### src/rtl/inst_mem_loader.sv
// inst_mem_loader: packs a byte stream into big-endian 32-bit words and writes them to instruction memory from address 0
//   Clk, Rst(active-low async)   clock / reset
//   Start, Finish                one-cycle control pulses (begin load / end load)
//   Byte_In, Byte_Valid          byte stream in, first byte lands in bits [31:24]
//   Byte_Ready                   byte accepted this cycle when Byte_Valid is high
//   Mem_We, Mem_Addr, Mem_Data   one-cycle word write strobe, address and data
//   Word_Cnt                     words written since the last Start
//   Busy, Done, Err              status: loading, complete, partial word discarded
module inst_mem_loader #(
    parameter int ADDR_W = 6
) (
    input  logic              Clk,
    input  logic              Rst,
    input  logic              Start,
    input  logic              Finish,
    input  logic [7:0]        Byte_In,
    input  logic              Byte_Valid,
    output logic              Byte_Ready,
    output logic              Mem_We,
    output logic [ADDR_W-1:0] Mem_Addr,
    output logic [31:0]       Mem_Data,
    output logic [ADDR_W:0]   Word_Cnt,
    output logic              Busy,
    output logic              Done,
    output logic              Err
);
    typedef enum logic [1:0] {IDLE, LOAD, WRITE, DONE} state_t;
    state_t            r_state;
    logic [23:0]       r_sh;
    logic [1:0]        r_bcnt;
    logic [ADDR_W-1:0] r_addr;
    logic [ADDR_W:0]   r_cnt;
    logic [31:0]       r_data;
    logic              r_err;
    logic              r_fin;
    logic              w_last;
    assign w_last     = &r_addr;
    assign Byte_Ready = r_state == LOAD;
    assign Mem_We     = r_state == WRITE;
    assign Busy       = r_state == LOAD || r_state == WRITE;
    assign Done       = r_state == DONE;
    assign Mem_Addr   = r_addr;
    assign Mem_Data   = r_data;
    assign Word_Cnt   = r_cnt;
    assign Err        = r_err;
    always_ff @(posedge Clk or negedge Rst) begin
        if (!Rst) begin
            r_state <= IDLE;
            r_sh    <= '0;
            r_bcnt  <= '0;
            r_addr  <= '0;
            r_cnt   <= '0;
            r_data  <= '0;
            r_err   <= 1'b0;
            r_fin   <= 1'b0;
        end else if (Start) begin
            // Start wins over Finish and bytes in every state; a write already on the bus still completes
            r_state <= LOAD;
            r_sh    <= '0;
            r_bcnt  <= '0;
            r_addr  <= '0;
            r_cnt   <= '0;
            r_err   <= 1'b0;
            r_fin   <= 1'b0;
        end else begin
            case (r_state)
                LOAD: begin
                    if (Byte_Valid) begin
                        r_sh   <= {r_sh[15:0], Byte_In};
                        r_bcnt <= r_bcnt + 2'd1;
                    end
                    if (Byte_Valid && r_bcnt == 2'd3) begin
                        // a Finish arriving with the 4th byte is held so the word is still written
                        r_data  <= {r_sh, Byte_In};
                        r_fin   <= Finish;
                        r_state <= WRITE;
                    end else if (Finish) begin
                        r_err   <= r_bcnt != 2'd0 || Byte_Valid;
                        r_state <= DONE;
                    end
                end
                WRITE: begin
                    // the address saturates at the last word so a full memory never wraps
                    r_addr  <= w_last ? r_addr : r_addr + ADDR_W'(1);
                    r_cnt   <= r_cnt + (ADDR_W + 1)'(1);
                    r_fin   <= 1'b0;
                    r_state <= (w_last || r_fin || Finish) ? DONE : LOAD;
                end
                default: ;
            endcase
        end
    end
endmodule

### config.mk
export PLATFORM = sky130hd
export DESIGN_NAME = inst_mem_loader
export DESIGN_NICKNAME = d
export VERILOG_FILES = /design/src/rtl/inst_mem_loader.sv
export SDC_FILE = /design/constraint.sdc
export NUM_CORES = 1
export LEC_CHECK = 0
export BUFFER_PORTS_ARGS = -buffer_cell sky130_fd_sc_hd__buf_4
export CORE_MARGIN = 2
export CORE_UTILIZATION = 50
export CTS_CLUSTER_DIAMETER = 30
export DETAILED_ROUTE_END_ITERATION = 10
export GPL_TIMING_DRIVEN = 0
export HOLD_SLACK_MARGIN = 0.15
export MAX_ROUTING_LAYER = met4
export PLACE_DENSITY = 0.84
export SETUP_SLACK_MARGIN = 0.05
export SLEW_MARGIN = 20
export SYNTH_ARGS = -nofsm -noshare
export SYNTH_HDL_FRONTEND = slang
export SYNTH_SLANG_ARGS = --single-unit
### constraint.sdc
create_clock -name Clk -period 3.75 [get_ports Clk]
set_input_delay 0.5625 -clock Clk [delete_from_list [all_inputs] [get_ports Clk]]
set_output_delay 0.5625 -clock Clk [all_outputs]
set_load 0.005 [all_outputs]
==> flow_metrics.env <==
export IMPL_status="complete, no violations"
export IMPL_maxCapViolCount=0
export IMPL_num_io_pins=63
export IMPL_ys_ff_latch=75
export IMPL_setup_tns_final_ns=0
export IMPL_crit_arrival_ns=1.30
export IMPL_syn_avg_cell_area_um2=14.1
export IMPL_synth_seq_area_share_pct=58.7
export IMPL_grt_max_degree=76
export IMPL_synth_common_cells="dfrtp_1 (75), mux2_4 (30), a22o_1 (25)"
export IMPL_cts_max_level=3
export IMPL_grt_pass1_wl_mm=10.3
export IMPL_hold_buffers=0
export IMPL_gp_congestion=0.810
export IMPL_drt_iter0_markers=105
export IMPL_postCtsSetupBuffers=0
export IMPL_placementRows=29
export IMPL_wl_met2_mm=3.05
export IMPL_p_total_mw=1.60
export IMPL_drv_slew=0
export IMPL_post_cts_resized=0
export IMPL_routed_wl_mm=6.26
export IMPL_die_w_um=83.9
export IMPL_fp_dieH_um=83.9
export IMPL_syn_inst=226
export IMPL_synth_flop_cell="dfrtp_1"
export IMPL_wl_met1_mm=2.89
export IMPL_power_density_nw_per_um2=406
export IMPL_slowest_delay_ns=0.42
export IMPL_cts_root_buf="clkbuf_8"
export IMPL_overflow=0
export IMPL_postRouteAntennaNets=0
export IMPL_final_period_utilization_pct=49.8
export IMPL_final_cells=381
export IMPL_core_um2=6280
export IMPL_initial_utilization_pct=50.9
export IMPL_viasPerCell=5.54
export IMPL_synth_edf_count=0
export IMPL_antenna_found_initial=0
export IMPL_synth_area_leaders="dfrtp_1 (59%), mux2_4 (14%), a22o_1 (6.9%)"
export IMPL_cp_num_buf_inv=2
export IMPL_dp_cells=365
export IMPL_crit_family="flip-flops"
export IMPL_ys_warn_count=0
export IMPL_fmax_mhz=536
export IMPL_vias=2110
export IMPL_vdd_drop_max_v=0.000236
export IMPL_worstPathCellList="inv_1 -> ha_1 -> buf_4"
export IMPL_clock_sinks=75
export IMPL_startpoint_type="flip-flop"
export IMPL_dp_hpwl_mm=4.34
export IMPL_drc=0
export IMPL_critPathKind="flip-flop to primary output"
export IMPL_grt_pass1_vias=2012
export IMPL_diodes=0
export IMPL_end_kind="primary output"
export IMPL_rsz0062_at_grt="no"
export IMPL_timing_final_crit_period_ns=1.87
export IMPL_fin_skew_ns=0.00996
export IMPL_syn_area_um2=3200
export IMPL_async_reset_ff_share_pct=100
export IMPL_clk_pin_slew_ns=0.08
export IMPL_critPathSlowestCell="dfrtp_1"
export IMPL_synth_largest_area_cell="dfrtp_1"
export IMPL_power_leakage_nw=2.09
export IMPL_routed_top_layer="met4"
export IMPL_cp_max_fo=6
export IMPL_synth_most_common_cell="dfrtp_1"
export IMPL_whs_ns=0.351
export IMPL_grt_usage_pct=19.0
export IMPL_drive_gt1_share_pct=40.1
export IMPL_die_area_um2=7050
export IMPL_numCtsBuffers=9
export IMPL_clock_latency_ns=0.34
export IMPL_syn2layout_area_growth_pct=23.6
export IMPL_clockBufferDepth=2
export IMPL_syn_nets=246
export IMPL_crit_required_ns=3.19
export IMPL_met3_wirelength_um=267
export IMPL_hold_path_class="input pin to async pin"
export IMPL_yosysUniqueCellTypes=37
export IMPL_wl_per_cell_um=16.4
export IMPL_fillers=464
export IMPL_finalNetCount=319
export IMPL_portBuffers=62
export IMPL_slew_limit_headroom_pct=40.2
export IMPL_dr_pass1_iters=4
export IMPL_tightest_slew_ns=0.898
export IMPL_hold_viol=0
export IMPL_cts_tree="done"
export IMPL_synth_top_area_share_pct=58.7
export IMPL_setup_viol=0
-- placed cells by master, fill, tap and decap left out, types with 2 or more instances in the layout --
master    instances
a211oi_1          5
a21oi_1           5
a22o_1           25
a311oi_1          2
buf_2             6
buf_4            63
buf_6             3
clkbuf_1          3
clkbuf_8          9
clkinv_2          2
dfrtp_1          75
ha_1              7
inv_1             8
mux2_2            3
mux2_4           30
mux2i_1           2
nand2_1           5
nand2b_1          2
nand3_1           4
nand4_1           4
nor2_1            8
nor2b_1           3
nor3_1            4
o21ai_0           3
or3_1             2
xnor2_1           2
xor2_1            3
-- cell families after synthesis --
logic type | count (synthesis) | synth area share, %
buffers and inverters | 20 | 3.41
XOR/XNOR | 5 | 1.37
flip-flops | 75 | 58.7
adder cells (fa/ha/maj) | 7 | 2.74
AND/OR/NAND/NOR | 38 | 6.62
multiplexers | 35 | 15.8
AO/OA/AOI/OAI | 46 | 11.4
-- path summary, 6_finish.rpt --
kind                       startpoint  cells past startpoint  slack, ns      endpoint
setup / recovery           r_state[0]                      3       1.88        Mem_We
hold / removal                    Rst                      1       0.35  Mem_Data[29]
setup reg to reg           r_state[1]                      5       1.92      r_sh[15]
hold reg to reg              r_sh[16]                      1       0.51      r_sh[16]
max in group asynchronous         Rst                      1       2.82      r_sh[22]
min in group Clk           Byte_In[6]                      2       0.45       r_sh[6]
-- registers in the layout, indices dropped and copies added (netlist names) --
signal	flops
r_fin	1
Word_Cnt	7
Err	1
r_state	2
r_sh	24
Mem_Data	32
r_bcnt	2
Mem_Addr	6
-- layer usage --
metal	GRT usage [%]	vias to the layer above
met3	4.75	6
met2	28.6	51
met1	25.6	1082
met4	6.16	0
met5	-	-
li1	-	971
-- metrics by stage --
step,setup slack [ns],util [%],cell area [µm²]
after CTS,1.88,62.9,3950
after global routing,1.73,62.9,3950
after detailed placement,1.95,59.9,3760
after global placement,1.98,59.9,3760
after floorplan,2.10,-,3200
final,1.88,62.9,3950
-- power by group --
part	leakage [nW]	switching [mW]	internal (mW)
registers	1.03	0.0217	0.837
clock network	0.0966	0.297	0.309
logic	0.963	0.0656	0.0723
-- layout make-up --
| class | instances | area, µm² | area share (%) |
|---|---|---|---|
| Sequential cell | 75 | 1880 | 47.5 |
| Multi-Input combinational cell | 131 | 1210 | 30.6 |
| Timing Repair Buffer | 62 | 465 | 11.8 |
| Clock buffer | 10 | 128 | 3.23 |
| Tap cell | 77 | 96.3 | 2.44 |
| Buffer | 12 | 78.8 | 2.00 |
| Clock inverter | 6 | 65.1 | 1.65 |
| Inverter | 8 | 30.0 | 0.760 |
-- worst reg2reg max path, delay by kind of cell, from the launching register on --
family | cells | cell delay, ns
AOI/OAI and AO/OA | 2 | 0.71
DFF | 1 | 0.41
buffers and inverters | 2 | 0.40
adders and majority gates | 1 | 0.25
No activity file was read; power rests on OpenSTA's default activity.
